## config.mk

```make
export PLATFORM = sky130hd
export DESIGN_NAME = g18_wb_ctrl_flat
export DESIGN_NICKNAME = d
export VERILOG_FILES = /design/src/rtl/g18_wb_ctrl_if.sv /design/src/rtl/g18_wb_ctrl.sv /design/src/flat_wrapper.sv
export SDC_FILE = /design/constraint.sdc
export NUM_CORES = 1
export LEC_CHECK = 0
export ABC_CLOCK_PERIOD_IN_PS = 2500
export BUFFER_PORTS_ARGS = -buffer_cell sky130_fd_sc_hd__buf_2
export CAP_MARGIN = 20
export CORE_ASPECT_RATIO = 0.9
export CORE_MARGIN = 8
export CORE_UTILIZATION = 40
export CTS_CLUSTER_DIAMETER = 80
export CTS_CLUSTER_SIZE = 28
export DETAILED_ROUTE_END_ITERATION = 8
export MAX_ROUTING_LAYER = met4
export PLACE_DENSITY = 0.71
export SLEW_MARGIN = 10
export SYNTH_ARGS = -nofsm -noshare
export SYNTH_HDL_FRONTEND = slang
export SYNTH_SLANG_ARGS = --single-unit
```

## constraint.sdc

```tcl
create_clock -name sys_clk_i -period 2.5 [get_ports sys_clk_i]
set_clock_uncertainty 0.1 [all_clocks]
set_input_delay 0.125 -clock sys_clk_i [delete_from_list [all_inputs] [get_ports sys_clk_i]]
set_output_delay 0.125 -clock sys_clk_i [all_outputs]
set_load 0.005 [all_outputs]
```

## src/rtl/g18_wb_ctrl_if.sv

```systemverilog
// Wishbone B3 classic bundle between the system bus master and the G18 flash read controller.
interface g18_wb_ctrl_if;
   logic [31:0] wb_adr_i;
   logic [31:0] wb_dat_i;
   logic [3:0]  wb_sel_i;
   logic        wb_we_i;
   logic        wb_cyc_i;
   logic        wb_stb_i;
   logic [31:0] wb_dat_o;
   logic        wb_ack_o;
   logic        wb_err_o;

   modport master (
      output wb_adr_i, wb_dat_i, wb_sel_i, wb_we_i, wb_cyc_i, wb_stb_i,
      input  wb_dat_o, wb_ack_o, wb_err_o
   );

   modport slave (
      input  wb_adr_i, wb_dat_i, wb_sel_i, wb_we_i, wb_cyc_i, wb_stb_i,
      output wb_dat_o, wb_ack_o, wb_err_o
   );
endinterface

```

## src/rtl/g18_wb_ctrl.sv

```systemverilog
// Read-only Wishbone slave for the 16-bit G18 BPI flash: each word read is two halfword reads, high first.
// Optional one-word prefetch buffer is enabled by defining G18_PREFETCH_EN.
//
// state  | meaning
// -------+-----------------------------------------------------------
// IDLE   | waiting for a request (or serving a prefetch-buffer hit)
// RD_HI  | flash address = word|0, counting down to capture hi
// RD_LO  | flash address = word|1, counting down to capture lo
// DONE   | drop ack/err; optionally launch the next-word prefetch
module g18_wb_ctrl #(
   parameter int READ_WAIT = 1,
   parameter int ADR_WIDTH = 23
) (
   input  logic                 sys_clk_i,
   input  logic                 sys_rst_i,
   g18_wb_ctrl_if.slave         wb,
   output logic [ADR_WIDTH-1:0] g18_adr_o,
   input  logic [15:0]          g18_dat_i,
   output logic                 g18_wen_o
);
   localparam int CW = (READ_WAIT < 1) ? 1 : $clog2(READ_WAIT + 1);
   localparam int WW = ADR_WIDTH - 1;
   localparam logic [CW-1:0] CNT_LOAD = CW'(READ_WAIT);

   localparam logic [1:0] S_IDLE  = 2'd0;
   localparam logic [1:0] S_RD_HI = 2'd1;
   localparam logic [1:0] S_RD_LO = 2'd2;
   localparam logic [1:0] S_DONE  = 2'd3;

   logic [1:0]    state;
   logic [CW-1:0] cnt;
   logic [15:0]   hi_q;
   logic [WW-1:0] word_q;
   logic          req;
   logic [WW-1:0] req_word;
   logic          unused_wb;

   // A request is only new while no termination from the previous one is still visible.
   assign req       = wb.wb_cyc_i & wb.wb_stb_i & ~wb.wb_ack_o & ~wb.wb_err_o;
   assign req_word  = wb.wb_adr_i[ADR_WIDTH:2];
   assign unused_wb = ^{wb.wb_dat_i, wb.wb_sel_i, wb.wb_adr_i[31:ADR_WIDTH+1], wb.wb_adr_i[1:0]};

`ifdef G18_PREFETCH_EN
   logic          pf_valid;
   logic          pf_busy;
   logic          pf_wait;
   logic          pf_next;
   logic [WW-1:0] pf_tag;
   logic [31:0]   pf_data;
   logic          pf_match;
   logic          pf_serve;
   logic          pf_abort;
   logic [WW-1:0] word_nxt;

   assign pf_match = pf_busy & req & ~wb.wb_we_i & (req_word == word_q);
   assign pf_serve = pf_wait | pf_match;
   assign pf_abort = pf_busy & req & ~pf_wait & (wb.wb_we_i | (req_word != word_q));
   assign word_nxt = word_q + WW'(1);
`endif

   always_ff @(posedge sys_clk_i) begin
      if (sys_rst_i) begin
         state         <= S_IDLE;
         cnt           <= '0;
         hi_q          <= '0;
         word_q        <= '0;
         wb.wb_ack_o   <= 1'b0;
         wb.wb_err_o   <= 1'b0;
         wb.wb_dat_o   <= '0;
         g18_adr_o     <= '0;
         g18_wen_o     <= 1'b0;
`ifdef G18_PREFETCH_EN
         pf_valid      <= 1'b0;
         pf_busy       <= 1'b0;
         pf_wait       <= 1'b0;
         pf_next       <= 1'b0;
         pf_tag        <= '0;
         pf_data       <= '0;
`endif
      end else begin
         case (state)
            S_IDLE: begin
               if (req) begin
                  if (wb.wb_we_i) begin
                     wb.wb_err_o <= 1'b1;
                     state       <= S_DONE;
`ifdef G18_PREFETCH_EN
                  end else if (pf_valid && (pf_tag == req_word)) begin
                     wb.wb_dat_o <= pf_data;
                     wb.wb_ack_o <= 1'b1;
                     word_q      <= req_word;
                     pf_valid    <= 1'b0;
                     pf_next     <= 1'b1;
                     state       <= S_DONE;
`endif
                  end else begin
                     word_q    <= req_word;
                     g18_adr_o <= {req_word, 1'b0};
                     cnt       <= CNT_LOAD;
                     g18_wen_o <= 1'b1;
                     state     <= S_RD_HI;
                  end
               end
            end
            S_RD_HI, S_RD_LO: begin
`ifdef G18_PREFETCH_EN
               if (pf_abort) begin
                  pf_busy <= 1'b0;
                  if (wb.wb_we_i) begin
                     wb.wb_err_o <= 1'b1;
                     g18_wen_o   <= 1'b0;
                     state       <= S_DONE;
                  end else begin
                     pf_valid  <= 1'b0;
                     word_q    <= req_word;
                     g18_adr_o <= {req_word, 1'b0};
                     cnt       <= CNT_LOAD;
                     g18_wen_o <= 1'b1;
                     state     <= S_RD_HI;
                  end
               end else begin
                  if (pf_match) pf_wait <= 1'b1;
`endif
                  if (cnt != '0) begin
                     cnt <= cnt - CW'(1);
                  end else if (state == S_RD_HI) begin
                     hi_q      <= g18_dat_i;
                     g18_adr_o <= g18_adr_o | ADR_WIDTH'(1);
                     cnt       <= CNT_LOAD;
                     state     <= S_RD_LO;
                  end else begin
                     g18_wen_o <= 1'b0;
`ifdef G18_PREFETCH_EN
                     pf_busy <= 1'b0;
                     pf_wait <= 1'b0;
                     if (pf_busy && !pf_serve) begin
                        pf_data  <= {hi_q, g18_dat_i};
                        pf_tag   <= word_q;
                        pf_valid <= 1'b1;
                        state    <= S_IDLE;
                     end else begin
                        pf_next <= 1'b1;
`endif
                        wb.wb_dat_o <= {hi_q, g18_dat_i};
                        wb.wb_ack_o <= 1'b1;
                        state       <= S_DONE;
`ifdef G18_PREFETCH_EN
                     end
`endif
                  end
`ifdef G18_PREFETCH_EN
               end
`endif
            end
            S_DONE: begin
               wb.wb_ack_o <= 1'b0;
               wb.wb_err_o <= 1'b0;
               state       <= S_IDLE;
`ifdef G18_PREFETCH_EN
               // Every completed read (demand or buffer hit) kicks off a fetch of the following word.
               if (pf_next) begin
                  pf_next   <= 1'b0;
                  pf_busy   <= 1'b1;
                  pf_valid  <= 1'b0;
                  word_q    <= word_nxt;
                  g18_adr_o <= {word_nxt, 1'b0};
                  cnt       <= CNT_LOAD;
                  g18_wen_o <= 1'b1;
                  state     <= S_RD_HI;
               end
`endif
            end
            default: state <= S_IDLE;
         endcase
      end
   end
endmodule

```

## src/flat_wrapper.sv

```systemverilog
// flat-port wrapper written by rule: the top's interface ports become plain ports
module g18_wb_ctrl_flat 
#(
   parameter int READ_WAIT = 1,
   parameter int ADR_WIDTH = 23
)
  (sys_clk_i, sys_rst_i, g18_adr_o, g18_dat_i, g18_wen_o, wb_wb_adr_i, wb_wb_dat_i, wb_wb_sel_i, wb_wb_we_i, wb_wb_cyc_i, wb_wb_stb_i, wb_wb_dat_o, wb_wb_ack_o, wb_wb_err_o);
  g18_wb_ctrl_if wb_i ();
  input  logic sys_clk_i;
  input  logic sys_rst_i;
  output logic [ADR_WIDTH-1:0] g18_adr_o;
  input  logic [15:0] g18_dat_i;
  output logic g18_wen_o;
  input wire logic [$bits(wb_i.wb_adr_i)-1:0] wb_wb_adr_i;
  input wire logic [$bits(wb_i.wb_dat_i)-1:0] wb_wb_dat_i;
  input wire logic [$bits(wb_i.wb_sel_i)-1:0] wb_wb_sel_i;
  input wire logic [$bits(wb_i.wb_we_i)-1:0] wb_wb_we_i;
  input wire logic [$bits(wb_i.wb_cyc_i)-1:0] wb_wb_cyc_i;
  input wire logic [$bits(wb_i.wb_stb_i)-1:0] wb_wb_stb_i;
  output wire logic [$bits(wb_i.wb_dat_o)-1:0] wb_wb_dat_o;
  output wire logic [$bits(wb_i.wb_ack_o)-1:0] wb_wb_ack_o;
  output wire logic [$bits(wb_i.wb_err_o)-1:0] wb_wb_err_o;
  assign wb_i.wb_adr_i = wb_wb_adr_i;
  assign wb_i.wb_dat_i = wb_wb_dat_i;
  assign wb_i.wb_sel_i = wb_wb_sel_i;
  assign wb_i.wb_we_i = wb_wb_we_i;
  assign wb_i.wb_cyc_i = wb_wb_cyc_i;
  assign wb_i.wb_stb_i = wb_wb_stb_i;
  assign wb_wb_dat_o = wb_i.wb_dat_o;
  assign wb_wb_ack_o = wb_i.wb_ack_o;
  assign wb_wb_err_o = wb_i.wb_err_o;
  g18_wb_ctrl #(.READ_WAIT(READ_WAIT), .ADR_WIDTH(ADR_WIDTH)) u_core (.sys_clk_i(sys_clk_i), .sys_rst_i(sys_rst_i), .wb(wb_i), .g18_adr_o(g18_adr_o), .g18_dat_i(g18_dat_i), .g18_wen_o(g18_wen_o));
endmodule
```

# Word-level counts from Yosys, hierarchy flattened
# Index checks and enable logic that the tools add are counted.
op_classes:
  bitwise_logic: 9
  n_mux: 24
  reduce_logical: 14
  n_addsub: 1
  eq_ne: 9
ops:
  columns: ["operator", "n"]
  rows:
  - ["23-bit 2-to-1 mux", 3]
  - ["23-bit one-hot mux with 2 select lines", 1]
  - ["3-bit AND reduction", 5]
  - ["1-bit 2-to-1 mux", 12]
  - ["5-bit AND reduction", 2]
  - ["2-bit inequality test (second input constant)", 4]
  - ["1-bit one-hot mux with 2 select lines", 4]
  - ["2-bit 2-to-1 mux", 3]
  - ["1-bit NOT", 6]
  - ["2-bit one-hot mux with 3 select lines", 1]
  - ["2-bit nonzero test", 3]
  - ["2-bit == test (second input constant)", 2]
  - ["2-bit by 1-bit inequality test with 1-bit output (second input constant)", 2]
  - ["4-bit AND reduction", 1]
  - ["1-bit AND", 3]
  - ["2-bit by 1-bit == test with 1-bit output (second input constant)", 1]
  - ["2-bit zero test", 1]
  - ["2-bit AND reduction", 1]
  - ["2-bit OR reduction", 1]
  - ["1-bit subtractor (second input constant)", 1]
totals:
  input_bits: 89
  register_bits: 77
  elab_cells: 66

# Logic depth before layout (Yosys ltp)
depth:
  word_depth: 5
  mapped_depth: 9
  depth_no_buf: 6

# Worst setup path before layout
# No wires, ideal clock.
synth_timing:
  path_kind: "register -> register"
  startpoint: "reg u_core.state[0]"
  endpoint: "reg u_core.hi_q[0]"
  stages_incl_launch_ff: 8
  setup_ps: 70
  n_path_buf: 2
  t_required_ps: 2330
  period_less_slack_ps: 1785
  t_arrival_ps: 1615
  slack_ps: 715
  path_cell_list: "dfxtp_1 inv_1 ha_1 clkbuf_1 nand3b_1 clkbuf_1 nand2_1 a21oi_1"
synth_between:
  elab_chain_cells: 3
synth_lines:
  columns: ["item", "line_no", "source"]
  rows:
  - ["start, declared", "g18_wb_ctrl.sv:30", "logic [1:0] state;"]
  - ["start signal, assigned", "g18_wb_ctrl.sv:63", "state <= S_IDLE;"]
  - ["start signal, assigned", "g18_wb_ctrl.sv:86", "state <= S_DONE;"]
  - ["start signal, assigned", "g18_wb_ctrl.sv:101", "state <= S_RD_HI;"]
  - ["2-bit == test / 2-bit by 1-bit == test with 1-bit output (equally long branches)", "g18_wb_ctrl.sv:81, g18_wb_ctrl.sv:126", null]
  - ["2-bit OR reduction", "g18_wb_ctrl.sv:81", "case (state)"]
  - ["3-bit AND reduction (no line) (*)", null, null]
  - ["end signal, assigned", "g18_wb_ctrl.sv:127", "hi_q <= g18_dat_i;"]
  - ["end, declared", "g18_wb_ctrl.sv:32", "logic [15:0] hi_q;"]
# Mark *: on every way between the ends. The rest lies on a longest branch, timed or not.
# A chain may end at the register's enable or synchronous reset.

# Final worst setup path
layout_timing:
  startpoint: "reg u_core.state[0]"
  endpoint: "reg u_core.g18_adr_o[0]"
layout_between:
  elab_chain_cells: 4
layout_lines:
  columns: ["item", "line_no", "source"]
  rows:
  - ["2-bit == test / 2-bit by 1-bit == test with 1-bit output (equally long branches)", "g18_wb_ctrl.sv:81, g18_wb_ctrl.sv:126", null]
  - ["2-bit OR reduction", "g18_wb_ctrl.sv:81", null]
  - ["2-bit inequality test (no line), or another cell as far along", null, null]
  - ["5-bit AND reduction (no line)", null, null]
  - ["end signal, assigned", "g18_wb_ctrl.sv:98", "g18_adr_o <= {req_word, 1'b0};"]
  - ["end signal, assigned", "g18_wb_ctrl.sv:128", "g18_adr_o <= g18_adr_o | ADR_WIDTH'(1);"]
  - ["end, declared", "g18_wb_ctrl.sv:17", "output logic [ADR_WIDTH-1:0] g18_adr_o,"]
# Parallel ways exist; a longest one is shown, timed or not.

==> metrics <==
# DRC 0; leak pwr 0.00172 uW; RSZ-0062 raised after global routing false; status completed; f_max 461 MHz; final setup TNS 0 ns; Worst Hold Class in -> reg; per-cell routed wire length 14.0 um; endpoints failing hold 0; Cell Rows 30; vias 2930; Mapped Area 0.00298 sq mm; worst-case clock buffer depth 2; count of clock tree sinks 77; final antenna-violating net count 0; number of global-route vias before repair 2940; CP arrival 2.35 ns; Worst-Skew Late Latency 0.35 ns; Slew @ Worst Pin 0.610 ns; Post-CTS Resized 0; top-area cell type share of the netlist area 51.7%; Max transition margin 59.3%; Inserted Clock Buffers 9; Port Buf Inserts 100; EDFF count, synth 0; most frequent cell after synthesis nand2_1; htree depth 3; die width 107 um; PwrDens 973 mW/mm^2; FF+latch count, synth 77; CP endpoint kind flip-flop; Mapped Nets 458; residual overflow from global routing 0; Final nets 590; TritonCTS clock tree done; Ant. Diodes 0; Ys Warns 0; IR drop worst, VDD 0.565 mV; worst r2r path cells 6; Max FO, Critical Path 20; cell taking the most area after synthesis dfxtp_1; final setup margin 0.331 ns; Critical Path RT 2.68 ns; Slew Viols, Final 0; drt pass-1 iters 4; Routed WL 8.33 mm; I/O pin count 147; die area 0.0105 sq mm; P&R area growth vs syn 38.1%; placed instance area 0.00357 sq mm; Mapped Cells 363; CTS Hold Bufs 38; final setup vio count 0; largest net degree at the start of global routing 33; antenna violations before repair 0; die height 97.9 um; HPWL Detailed 5.37 mm; path type of the worst setup path reg -> reg; design area 0.00412 sq mm; Core Box Area 0.00739 sq mm; register area share after synthesis 51.7%; Root Buffer clkbuf_8; first-pass GRT wire length 14.3 mm; Initial Utilization 40.3%; share of cells above drive strength 1 26.2%; Synth async-reset ratio 0%; Netlist cell types 27; Via density 4.92; Worst setup SP type flip-flop; ranking of synthesized cells by area dfxtp_1 (52%), nand2_1 (15%), a21oi_1 (12%); Total Routing Usage GR 16.9%; hold depth 4; max-cap violation count 0; synth cell count leaders nand2_1 (120), dfxtp_1 (77), a21oi_1 (73); top_reg_cell synth dfxtp_1; syn avg cell area 8.22 sq um; Routability Congestion 0.775; period utilisation layout 86.8%; Iter 0 DRT Violations 163; Final min period 2.17 ns; setup bufs post-CTS 0; Placement Setup Slack 0.364 ns; clk slew on worst S/H paths 0.08 ns
## area by class of cell
type                            instances  area, sq um
Tap cell                               96          120
Sequential cell                        77         1540
Clock buffer                            9          124
Fill cell                             679         3270
Multi-Input combinational cell        256         1310
Timing Repair Buffer                  148          968
Inverter                                3         11.3
Clock inverter                          7         48.8
## routing by layer
layer  GRT usage [%]  up-vias  wire length [um]
li1                -     1460                 -
met1            19.0     1362              3660
met3            6.45       11               709
met2            26.9       97              3870
met4            5.51        0                93
met5               -        -                 0
## final timing paths
path	slack, ns	from	endpoint
max	0.33	u_core.state[0]$_SDFFE_PP0P_	u_core.g18_adr_o[0]$_SDFFE_PP0P_
min	0.07	wb_wb_we_i	u_core.wb.wb_err_o$_SDFFE_PP0P_
max reg2reg	0.33	u_core.state[0]$_SDFFE_PP0P_	u_core.g18_adr_o[0]$_SDFFE_PP0P_
min reg2reg	0.35	u_core.g18_adr_o[22]$_SDFFE_PP0P_	u_core.g18_adr_o[22]$_SDFFE_PP0P_
## report_power, final
group          internal (uW)  switching (uW)
Sequential              1440             119
Clock                    363             473
Combinational            673             944
## state kept, by name, summed over array words and instances (netlist names)
name / flops
u_core.wb.wb_dat_o: 32
u_core.wb.wb_err_o: 1
u_core.g18_adr_o: 23
u_core.g18_wen_o: 1
u_core.state: 2
u_core.wb.wb_ack_o: 1
u_core.hi_q: 16
u_core.cnt: 1
## layout by cell type (no fill, tap or decap)
cell type	synthesis	layout
buf_4	0	9
buf_2	6	100
dfxtp_1	77	77
nor3b_1	1	1
nor4_1	1	1
clkinv_4	0	1
buf_12	0	1
mux2i_1	3	3
or3b_2	1	1
inv_6	0	2
nand2b_1	2	2
nor2b_1	1	1
o21ai_0	4	4
and2_4	1	1
nor2_1	7	7
clkbuf_8	0	9
inv_1	3	3
clkinv_2	0	3
nand3b_1	23	23
ha_1	6	6
a211oi_1	3	3
dlygate4sd3_1	0	38
nor3_1	2	2
and3b_1	1	1
or3_2	1	1
nand4bb_4	1	1
a21oi_1	73	73
clkinvlp_4	0	1
nand2_1	120	120
and2_1	2	2
or4_1	1	1
nor3b_2	1	1
o31ai_1	1	1
## worst max-delay path, cell delays in order, from the launching register on
cell and delay (ns):
dfxtp_1 0.40, inv_1 0.11, ha_1 0.46, buf_4 0.26
and2_1 0.19, nor4_1 0.36, mux2i_1 0.22
## metrics by stage
stage          std cells  utilization, %  power (uW)  hold slack [ns]
6_report             596            55.7        4010           0.0704
5_1_grt              596            55.7        4340           0.0765
4_1_cts              596            55.7        4050           0.0456
3_5_place_dp         542            48.2        3160            0.285
3_3_place_gp         542            48.2        3100            0.282
2_1_floorplan        363               -        2640            0.161
## cells by family (layout without fill, tap and decap cells)
family	after synthesis	in the layout	share of synthesized area (%)
compound gates	81	81	13.9
fa+ha+maj	6	6	2.52
buf+inv	30	167	4.53
flops	77	77	51.7
mux	3	3	1.01
simple gates	166	166	26.3
Power figures use the tool's default switching activity.
